`config.mk`:
```
export PLATFORM = sky130hd
export DESIGN_NAME = pixel_batch_fifo
export DESIGN_NICKNAME = d
export VERILOG_FILES = /design/src/rtl/pixel_pipe_pkg.sv /design/src/rtl/pixel_batch_mem.sv /design/src/rtl/pixel_batch_fifo.sv
export SDC_FILE = /design/constraint.sdc
export NUM_CORES = 1
export LEC_CHECK = 0
export BUFFER_PORTS_ARGS = -buffer_cell sky130_fd_sc_hd__buf_2
export CAP_MARGIN = 5
export CORE_AREA = 2 2 140 244
export DETAILED_ROUTE_END_ITERATION = 12
export DIE_AREA = 0 0 142 246
export PLACE_DENSITY = 0.62
export SKIP_LAST_GASP = 1
export SLEW_MARGIN = 20
export SYNTH_ARGS = -nofsm -noshare
export SYNTH_HDL_FRONTEND = slang
export SYNTH_HIERARCHICAL = 1
export SYNTH_SLANG_ARGS = --single-unit
```
`constraint.sdc`:
```
create_clock -name clk -period 31.7 [get_ports clk]
set_clock_uncertainty 0.05 [all_clocks]
set_input_delay 6.34 -clock clk [delete_from_list [all_inputs] [get_ports clk]]
set_output_delay 6.34 -clock clk [all_outputs]
set_load 0.005 [all_outputs]
```
`src/rtl/pixel_pipe_pkg.sv`:
```
// Shared pixel pipeline types: pixel/batch formats and the capture FSM state encoding.
// Used by pixel_batch_fifo (optional feature macro: PIXEL_FIFO_UNDERRUN_COUNT_EN).
package pixel_pipe_pkg;

  localparam int PIXEL_WIDTH = 12;
  localparam int NUM_PIXELS  = 8;

  typedef logic [PIXEL_WIDTH-1:0] pixel_t;
  typedef pixel_t [NUM_PIXELS-1:0] batch_t;

  typedef enum logic {
    WAIT = 1'b0,
    ACK  = 1'b1
  } cap_state_t;

  function automatic logic [15:0] sat_inc16(input logic [15:0] v);
    return (v == 16'hFFFF) ? v : v + 16'd1;
  endfunction

endpackage

```
`src/rtl/pixel_batch_mem.sv`:
```
// Batch storage for pixel_batch_fifo: DEPTH entries, one synchronous write port,
// one asynchronous read port presenting the head batch.
module pixel_batch_mem
  import pixel_pipe_pkg::*;
#(
  parameter int DEPTH = 4,
  parameter int AW    = $clog2(DEPTH)
) (
  input  logic                              clk,
  input  logic                              wr_en,
  input  logic [AW-1:0]                     wr_addr,
  input  logic [NUM_PIXELS*PIXEL_WIDTH-1:0] wr_data,
  input  logic [AW-1:0]                     rd_addr,
  output logic [NUM_PIXELS*PIXEL_WIDTH-1:0] rd_data
);

  logic [NUM_PIXELS*PIXEL_WIDTH-1:0] mem_r [DEPTH];

  // write port: contents need no reset, only entries below count are ever read
  always_ff @(posedge clk) begin
    if (wr_en) begin
      mem_r[wr_addr] <= wr_data;
    end
  end

  assign rd_data = mem_r[rd_addr];

endmodule

```
`src/rtl/pixel_batch_fifo.sv`:
```
// Batch FIFO between pixel_processor and the VGA path: captures whole batches,
// serializes one pixel per request, flushes on new_frame, flags underruns.
// Optional: define PIXEL_FIFO_UNDERRUN_COUNT_EN to add the underrun_count output.
module pixel_batch_fifo
  import pixel_pipe_pkg::*;
#(
  parameter int DEPTH = 4
) (
  input  logic                              clk,
  input  logic                              reset,
  input  logic [NUM_PIXELS*PIXEL_WIDTH-1:0] batch_data,
  input  logic                              batch_ready,
  output logic                              start_next_batch,
  input  logic                              new_frame,
  input  logic                              pixel_request,
  output logic [PIXEL_WIDTH-1:0]            pixel_data,
  output logic                              underrun
`ifdef PIXEL_FIFO_UNDERRUN_COUNT_EN
  ,
  output logic [15:0]                       underrun_count
`endif
);

  localparam int AW = $clog2(DEPTH);
  localparam int CW = $clog2(DEPTH + 1);
  localparam int IW = $clog2(NUM_PIXELS);
  localparam logic [CW-1:0] FULL_CNT = CW'(DEPTH);
  localparam logic [IW-1:0] LAST_IDX = IW'(NUM_PIXELS - 1);

  cap_state_t                        state_r;
  cap_state_t                        state_nxt_s;
  logic [CW-1:0]                     count_r;
  logic [AW-1:0]                     wr_ptr_r;
  logic [AW-1:0]                     rd_ptr_r;
  logic [IW-1:0]                     pix_idx_r;
  logic [NUM_PIXELS*PIXEL_WIDTH-1:0] head_flat_s;
  batch_t                            head_s;
  logic                              full_s;
  logic                              empty_s;
  logic                              capture_s;
  logic                              serve_s;
  logic                              pop_s;
  logic                              empty_req_s;

  assign full_s  = (count_r == FULL_CNT);
  assign empty_s = (count_r == {CW{1'b0}});
  assign head_s  = batch_t'(head_flat_s);

  pixel_batch_mem #(
    .DEPTH (DEPTH),
    .AW    (AW)
  ) u_mem (
    .clk     (clk),
    .wr_en   (capture_s),
    .wr_addr (wr_ptr_r),
    .wr_data (batch_data),
    .rd_addr (rd_ptr_r),
    .rd_data (head_flat_s)
  );

  // capture FSM: ACK masks the still-high batch_ready for one cycle after the write
  always_comb begin
    state_nxt_s = state_r;
    capture_s   = 1'b0;
    case (state_r)
      WAIT: begin
        if (batch_ready && !full_s && !new_frame) begin
          capture_s   = 1'b1;
          state_nxt_s = ACK;
        end else begin
          state_nxt_s = WAIT;
        end
      end
      ACK:     state_nxt_s = WAIT;
      default: state_nxt_s = WAIT;
    endcase
  end

  // read-side qualifiers; new_frame turns any request into a silent black pixel
  always_comb begin
    serve_s     = pixel_request && !empty_s && !new_frame;
    pop_s       = serve_s && (pix_idx_r == LAST_IDX);
    empty_req_s = pixel_request && empty_s && !new_frame;
  end

  // FSM state and registered acknowledge (high exactly while in ACK)
  always_ff @(posedge clk) begin
    if (reset) begin
      state_r          <= WAIT;
      start_next_batch <= 1'b0;
    end else begin
      state_r          <= state_nxt_s;
      start_next_batch <= capture_s;
    end
  end

  // pointers, occupancy and pixel index; no write/read bypass through count
  always_ff @(posedge clk) begin
    if (reset || new_frame) begin
      wr_ptr_r  <= {AW{1'b0}};
      rd_ptr_r  <= {AW{1'b0}};
      count_r   <= {CW{1'b0}};
      pix_idx_r <= {IW{1'b0}};
    end else begin
      if (capture_s) begin
        wr_ptr_r <= wr_ptr_r + AW'(1);
      end
      if (pop_s) begin
        rd_ptr_r <= rd_ptr_r + AW'(1);
      end
      count_r <= count_r + CW'(capture_s) - CW'(pop_s);
      if (serve_s) begin
        pix_idx_r <= (pix_idx_r == LAST_IDX) ? {IW{1'b0}} : pix_idx_r + IW'(1);
      end
    end
  end

  // pixel output register and sticky underrun flag (survives new_frame)
  always_ff @(posedge clk) begin
    if (reset) begin
      pixel_data <= {PIXEL_WIDTH{1'b0}};
      underrun   <= 1'b0;
    end else begin
      if (pixel_request) begin
        pixel_data <= serve_s ? head_s[pix_idx_r] : {PIXEL_WIDTH{1'b0}};
      end
      if (empty_req_s) begin
        underrun <= 1'b1;
      end
    end
  end

`ifdef PIXEL_FIFO_UNDERRUN_COUNT_EN
  // saturating per-frame underrun counter
  always_ff @(posedge clk) begin
    if (reset || new_frame) begin
      underrun_count <= 16'd0;
    end else if (empty_req_s) begin
      underrun_count <= sat_inc16(underrun_count);
    end
  end
`endif

endmodule
```
# == Yosys cells after proc, flatten, opt, wreduce, memory -nomap -nowiden ==
# Memories as Yosys holds them, arrays and structs flattened. A register that Yosys moved wholly into a read port is not among the register bits.
# Cells that the tools add are included.
# classes
addsub,5
order_cmp,1
n_eq_ne,2
muxes,11
bitwise,1
reduce_logical,12
# op_table
op,n
12-bit binary-select mux with 3-bit select,1
12-bit two-way mux,2
1-bit logical AND,7
"3-bit == test, second input constant",2
"2-bit by 1-bit adder with 2-bit output, second input constant",2
"3-bit by 4-bit < comparator with 1-bit output, second input constant",1
1-bit two-way mux,4
2-bit two-way mux,2
3-bit by 1-bit adder with 3-bit output,1
"3-bit by 1-bit adder with 3-bit output, second input constant",1
1-bit zero test,3
3-bit zero test,1
3-bit two-way mux,1
3-bit by 1-bit subtractor with 3-bit output,1
1-bit one-hot mux with 2 select lines,1
1-bit logical OR,1
1-bit inverter,1
# totals
reg_bits,25
ramBits,384
wordCells,41
mem_count,1
# memory_table
memory,depth,width,read_ports,rd_clocked_by_memory_dff,wr,line,source
u_mem.mem_r,4,96,1,1,1,pixel_batch_mem.sv:17,logic [NUM_PIXELS*PIXEL_WIDTH-1:0] mem_r [DEPTH];

# == Longest topological paths before layout ==
# Gate-level depths: netlist of the first run.
# logic_depth
word_depth,8
ltp_mapped,10
depth_no_buf,10

# == Modules after synthesis ==
# The synthesis of the first run kept the hierarchy.
# modules_own_cells
module,instances,cells_each,area_per_inst_um2,seq_area_each_um2
pixel_batch_mem,1,506,13889.6,11531.1
pixel_batch_fifo,1,169,1721.7,480.5

# == Worst setup path before layout of the first run ==
# OpenSTA, ideal clock, no wires.
# synth_timing
kind,input-to-reg
startpoint,input port new_frame
endpoint,memory u_mem/mem_r[0][0] in the netlist's numbering (enable)
setup_time_ns,0.688
arrival_ns,13.680
setup_slack_ns,17.282
stages,4
path_buffers,0
cell_sequence,nor2_1 -> nand3_1 -> inv_1 -> nor3b_1
# synth_via
elab_chain_len,6
# synth_rtl
element,line,source
start: declaration,pixel_batch_fifo.sv:14,"input logic new_frame,"
1-bit zero test,pixel_batch_fifo.sv:67,if (batch_ready && !full_s && !new_frame) begin
1-bit logical AND,pixel_batch_fifo.sv:67,
1-bit two-way mux,pixel_batch_fifo.sv:67,
1-bit two-way mux,pixel_batch_fifo.sv:65,case (state_r)
named net capture_s,pixel_batch_fifo.sv:40,logic capture_s;
1-bit two-way mux,pixel_batch_mem.sv:21,if (wr_en) begin
1-bit two-way mux (implied by the code),pixel_batch_mem.sv:22,mem_r[wr_addr] <= wr_data;
end: declaration,pixel_batch_mem.sv:17,
# The timed path passes the listed nets, and every way through them passes these cells.

# == Worst setup path in the final report of the first run ==
# layout_timing
startpoint,input port new_frame
endpoint,memory u_mem/mem_r[1][9] in the netlist's numbering (enable)
# The elaborated chain is that of the path after synthesis.

==> out/qor.csv, run 1 <==
stage;metric;value;unit
run_status;outcome;finished clean;
synth;Synth cell types;33;
min_path;hold crit path type;flip-flop to flip-flop;
synth;Seq cells post-synth;408;
floorplan;Die X;142;um
power_and_ir_drop;P_leak;5.580;nW
worst_setup_path;CP Class;input pin to flip-flop;
sta;Max Clock Freq;117.7;MHz
layout;layout cell share with drive strength beyond 1;35.79;%
floorplan;Initial Util;47.42;%
worst_setup_path;nature of the critical path startpoint;input pin;
drt;post-route DRC violation count;0;
drt;drt total wl;30570;um
synth;register area share after synthesis;76.94;%
synth;Synth area leaders;edfxtp_1, mux4_2, dfxtp_1;
clocking;post-CTS sizing;0;
synth;most used flip-flop cell after synthesis;edfxtp_1;
floorplan;die area;34930;sq um
clocking;CTS Buf Count;36;
synth;fraction of registers with async set/reset;0;%
layout;Filler cells;2449;
synth;synthesized area per cell;23.13;sq um
drt;1st-pass router iterations;4;
worst_setup_path;worst path cell trace;buf_2, nor2_1, nand3_1, inv_1, and3b_4, buf_4;
clocking;clock sink count;408;
power_and_ir_drop;Peak supply drop;0.00003623;V
synth;Yosys top cell by area;edfxtp_1;
sta;Slew Limit Fails;0;
sta;crit share post-route;26.81;%
drt;via count;7093;
global_routing;initial antenna violation count;2;
sta;Final Hold Viols;0;
synth;Post-synth EDFFs;384;
worst_setup_path;Critical R2R Launch;rd_ptr_r[0];
clocking;Setup Buffers After CTS;0;
layout;Area Overhead vs Synth;14.07;%
clocking;Clock H-tree levels;2;
place;post-detail-place hpwl;18740;um
place;Post-Place Worst Slack;22670;ps
synth;Gate Count Post-Synth;675;
drt;drt first-iter violations;418;
synth;Post-synth top cells;edfxtp_1, mux4_2, mux2i_1;
layout;Nets;907;
run;Max Cap Violations;0;
sta;final setup fails;0;
worst_setup_path;R2R Path End;pixel_data[3];
sta;Final Critical Period;8499;ps
floorplan;I/O pin cnt;115;
worst_setup_path;crit path DAT;8590;ps
drt;Routed wire per std cell;24.81;um
synth;post-synth top area share;73.86;%
floorplan;Rows;88;
sta;Worst-Margin Slew;1043;ps
place;port bufs;114;
layout;Layout Utilization;54.09;%
clocking;CTS hold repair buffers;0;
synth;cell area after synthesis;15610;sq um
synth;Post-Syn Nets;781;
sta;final worst setup slack;23200;ps
min_path;Min-Delay Path Depth;2;
floorplan;core area;32920;sq um
sta;RSZ-0062 raised after global routing;false;
worst_setup_path;Crit path largest cell delay;790;ps
drt;routed vias/inst;5.757;
global_routing;GRT Total Usage;17.95;%
worst_setup_path;CP startpoint;new_frame;
synth;Yosys warnings;6;
worst_setup_path;Worst path slowest cell;and3b_4;
worst_setup_path;worst reg2reg setup slack;28420;ps
clocking;Worst-Skew Late Latency;520;ps
power_and_ir_drop;Power Density;61.33;nW/um^2
sta;Setup TNS;0;ps
floorplan;die height;246;um
worst_setup_path;critical-path maximum fanout;50;
sta;slew margin rel.;30.36;%
layout;Antenna diodes;0;
drt;post-route ant nets;0;
clocking;CTS clk-pin slew, worst paths;70;ps
clocking;CTS root buffer;clkbuf_16;
synth;top-count cell post-synth;edfxtp_1;
global_routing;first-pass GRT wire length;46110;um
worst_setup_path;CP endpoint kind;flip-flop;
worst_setup_path;R2R depth;5;
worst_setup_path;critical path required time;31790;ps
place;RePlAce Congestion;0.7345;
clocking;CTS tree;done;
global_routing;vias in the first global route;7640;
worst_setup_path;Critical Path Sink;u_mem/mem_r[1][9];
clocking;Max clock buf depth;3;
global_routing;grt ovf;0;
global_routing;largest net degree at the start of global routing;63;
[through the flow]
step / std cells / hold slack (ps) / area, sq um / total power [mW]
after floorplan: 675 / 405.3 / 15610 / 0.6244
after global placement: 1167 / 406.0 / 16510 / 0.6384
after detailed placement: 1167 / 418.7 / 16510 / 0.6408
after CTS: 1231 / 440.0 / 17790 / 1.103
after global routing: 1232 / 466.4 / 17810 / 1.123
final: 1232 / 432.8 / 17810 / 1.092
[cells in the final DEF (no fill, tap or decap), drive strengths merged, types with 13 or more instances in the layout]
| cell | instances |
|---|---|
| nand2b | 13 |
| buf | 123 |
| clkbuf | 47 |
| dfxtp | 24 |
| nor2 | 13 |
| a21oi | 14 |
| mux2i | 26 |
| edfxtp | 384 |
| mux4 | 108 |
[state kept, by name, indices dropped and copies added, names as in the netlist]
register	flops
u_mem/mem_r	384
pixel_data	12
count_r	3
pix_idx_r	3
rd_ptr_r	2
wr_ptr_r	2
start_next_batch	1
underrun	1
[worst min path at each step]
stage	endpoint	start
after floorplan	pixel_data[10]	pixel_data[10]
after global placement	underrun	underrun
after detailed placement	underrun	underrun
after CTS	underrun	underrun
after global routing	underrun	underrun
final	underrun	underrun
[metal layers]
| metal | track usage, % | part of all wire [%] | up-vias |
|---|---|---|---|
| li1 | - | - | 3098 |
| met5 | 0 | 0.026 | - |
| met4 | 5.588 | 2.3 | 2 |
| met3 | 3.362 | 5.7 | 48 |
| met1 | 22.16 | 38 | 3718 |
| met2 | 32.00 | 54 | 227 |
[layout make-up]
| cell class | instances | area (sq um) | share of cell area [%] |
|---|---|---|---|
| inverter | 6 | 22.52 | 0.1265 |
| clock inverter | 17 | 237.7 | 1.335 |
| tap | 405 | 506.7 | 2.846 |
| multi-input combinational | 226 | 3334 | 18.72 |
| clock buffer | 47 | 1036 | 5.817 |
| timing repair buffer | 123 | 650.6 | 3.653 |
| sequential | 408 | 12020 | 67.50 |
[power by group]
part / leakage, nW / internal, mW / switching (mW)
registers: 3.68 / 0.597 / 0.00195
clock network: 0.617 / 0.280 / 0.184
logic: 1.28 / 0.0124 / 0.0169
[worst max-delay path, delay by kind of cell]
family        cells  cell delay [ps]
simple gates      3             1110
buf+inv           3             1020
[kinds of logic after synthesis]
logic type,Yosys count,share of synthesized area [%]
flops,408,76.94
compound gates,38,1.603
fa+ha+maj,5,0.4488
xor+xnor,6,0.3366
buf+inv,41,1.811
simple gates,43,1.611
mux,134,17.25
No activity file was read; power rests on OpenSTA's default activity.
==> run 2: changes to the inputs <==
==> constraint.sdc (replaced) <==
create_clock -name clk -period 8.5 [get_ports clk]
set_clock_uncertainty 0.05 [all_clocks]
set_input_delay 1.7 -clock clk [delete_from_list [all_inputs] [get_ports clk]]
set_output_delay 1.7 -clock clk [all_outputs]
set_load 0.005 [all_outputs]
==> run 2 against run 1 <==
  * Total power rose to 3.7 times the previous value
  * Cell count grew 0.24%
  * Clock power rose to 3.6 times the previous value
  * Design area shrank 0.37%
  * Wire length grew 1.4%
  * Global-route usage up 0.35 points
  * Non-clock buffer count increased by 1
  * Core utilization fell by 0.20 points
  * Die area is the same
  * Via count fell by 0.42%
  * Combinational power rose to 3.8 times the previous value
  * Sequential power grew to 3.7 times the previous value
  * Largest cell class unchanged
  * Largest power group unchanged
  * Highest routed layer unchanged
==> out/qor.csv, run 2 (synthesis gave the netlist of run 1 again) <==
stage;metric;value;unit;change
layout;largest registers;u_mem/mem_r: 384 flops, pixel_data: 12 flops;;
worst_setup_path;CP Class;input pin to flip-flop;;
global_routing;GRT Total Usage;18.30;%;+0.35 points
global_routing;first-pass GRT wire length;46810;um;+1.5%
clocking;CTS tree;done;;
place;port bufs;114;;unchanged
place;RePlAce Congestion;0.7614;;+3.7%
sta;slew margin rel.;35.22;%;+4.9 points
power_and_ir_drop;P_leak;5.547;nW;-0.59%
sta;final worst setup slack;4690;ps;-18510 ps
sta;Setup TNS;0;ps;unchanged
drt;1st-pass router iterations;6;;+2
drt;via count;7063;;-0.42%
clocking;Setup Buffers After CTS;0;;unchanged
clocking;CTS Buf Count;35;;-2.8%
power_and_ir_drop;Gate power share;2.8;%;about the same
global_routing;grt ovf;0;;unchanged
min_path;hold crit path type;flip-flop to flip-flop;;
clocking;CTS root buffer;clkbuf_16;;
drt;post-route DRC violation count;0;;unchanged
clocking;Clock H-tree levels;2;;unchanged
sta;Slew Limit Fails;0;;unchanged
layout;Biggest register;u_mem/mem_r;;
layout;Largest register FFs;384;;unchanged
drt;drt first-iter violations;419;;+0.24%
layout;post-route insts no fill;1235;;+0.24%
place;post-detail-place hpwl;19380;um;+3.4%
clocking;post-CTS sizing;0;;unchanged
layout;Nets;907;;unchanged
run;Max Cap Violations;0;;unchanged
sta;crit share post-route;44.83;%;
worst_setup_path;CP endpoint kind;flip-flop;;
drt;routed vias/inst;5.719;;-0.66%
layout;layout cell share with drive strength beyond 1;36.03;%;+0.24 points
power_and_ir_drop;Power Density;224.9;nW/um^2;+270%
floorplan;core area;32920;sq um;unchanged
floorplan;Die X;142;um;unchanged
floorplan;die height;246;um;unchanged
layout;most common cell after layout, fill and taps aside;edfxtp_1;;
global_routing;largest net degree at the start of global routing;62;;-1.6%
global_routing;initial antenna violation count;5;;+3
sta;Max Clock Freq;262.5;MHz;
drt;drt total wl;30980;um;+1.4%
power_and_ir_drop;Peak supply drop;0.0001624;V;+350%
clocking;CTS clk-pin slew, worst paths;70;ps;about the same
drt;post-route ant nets;0;;unchanged
global_routing;vias in the first global route;7720;;+1.0%
worst_setup_path;critical-path maximum fanout;51;;+2.0%
sta;Final Critical Period;3810;ps;
power_and_ir_drop;Tot Pwr;3.990;mW;+270%
clocking;Max clock buf depth;3;;unchanged
floorplan;Initial Util;47.42;%;unchanged
power_and_ir_drop;Seq pwr share;56.0;%;+1.1 points
clocking;CTS hold repair buffers;0;;unchanged
floorplan;Rows;88;;unchanged
clocking;clock sink count;408;;unchanged
worst_setup_path;critical path required time;8600;ps;-23190 ps
layout;Area Overhead vs Synth;13.65;%;
layout;Filler cells;2481;;+1.3%
sta;Worst-Margin Slew;970.4;ps;-72.79 ps
place;Post-Place Cells;1169;;+0.17%
power_and_ir_drop;Net Sw Power;0.7583;mW;+270%
worst_setup_path;nature of the critical path startpoint;input pin;;
power_and_ir_drop;Clock power frac;41.3;%;-1.2 points
worst_setup_path;worst reg2reg setup slack;5430;ps;-22990 ps
run_status;outcome;finished clean;;
drt;Routed wire per std cell;25.09;um;+1.1%
floorplan;die area;34930;sq um;unchanged
clocking;Worst-Skew Late Latency;530;ps;about the same
power_and_ir_drop;P_int;3.232;mW;+260%
floorplan;I/O pin cnt;115;;unchanged
sta;RSZ-0062 raised after global routing;false;;
power_and_ir_drop;switching share of power;19.01;%;+0.45 points
place;Post-Place Worst Slack;4124;ps;-18540 ps
worst_setup_path;crit path DAT;3910;ps;-4680 ps
layout;commonest cells after routing, fill and taps aside;edfxtp_1, buf_2, mux4_2, clkbuf_16, mux2i_1;;
sta;final setup fails;0;;unchanged
sta;Final Hold Viols;0;;unchanged
[run 2: power groups by stage]
stage	sequential [mW]	combinational [mW]	clock, mW
finish	2.23	0.110	1.65
global placement	2.28	0.106	0
CTS	2.23	0.112	1.68
global route	2.23	0.120	1.76
floorplan	2.28	0.0463	0
detailed placement	2.28	0.112	0
[run 2: path summary, 6_finish.rpt]
kind / start / to / depth (start not counted)
worst min register to register: pixel_data[4] / pixel_data[4] / 2
worst min-delay path: pixel_data[4] / pixel_data[4] / 2
worst max register to register: rd_ptr_r[1] / pixel_data[3] / 5
worst max-delay path: new_frame / u_mem/mem_r[2][49] / 6
[run 2: layout make-up]
| class | count | area [sq um] | share of cell area (%) |
|---|---|---|---|
| Tap cell | 405 | 506.7 | 2.856 |
| Clock buffer | 42 | 954.7 | 5.381 |
| Clock inverter | 21 | 236.5 | 1.333 |
| Multi-Input combinational cell | 226 | 3341 | 18.83 |
| Inverter | 6 | 22.52 | 0.1269 |
| Sequential cell | 408 | 12020 | 67.75 |
| Timing Repair Buffer | 124 | 653.1 | 3.681 |
| Antenna cell | 3 | 7.507 | 0.04231 |
[run 2: worst max-delay path, cell delays in order]
cell     delay (ps)
buf_2           120
nor2_1          140
nand3_1         170
inv_1           180
and3b_4         770
buf_4           770
[run 2: layer usage]
| layer | global-route usage [%] | part of all wire, % |
|---|---|---|
| met2 | 32.37 | 55 |
| met1 | 22.57 | 39 |
| met4 | 6.706 | 2.6 |
| met5 | 0 | 0.023 |
| met3 | 3.129 | 3.9 |
[run 2: stage by stage]
stage,area (sq um),hold slack (ps),utilization (%)
after floorplan,15620,405.3,-
after global placement,16530,408.1,50.21
after detailed placement,16540,413.3,50.25
after CTS,17730,423.6,53.87
after global routing,17740,449.1,53.89
final,17740,416.6,53.89
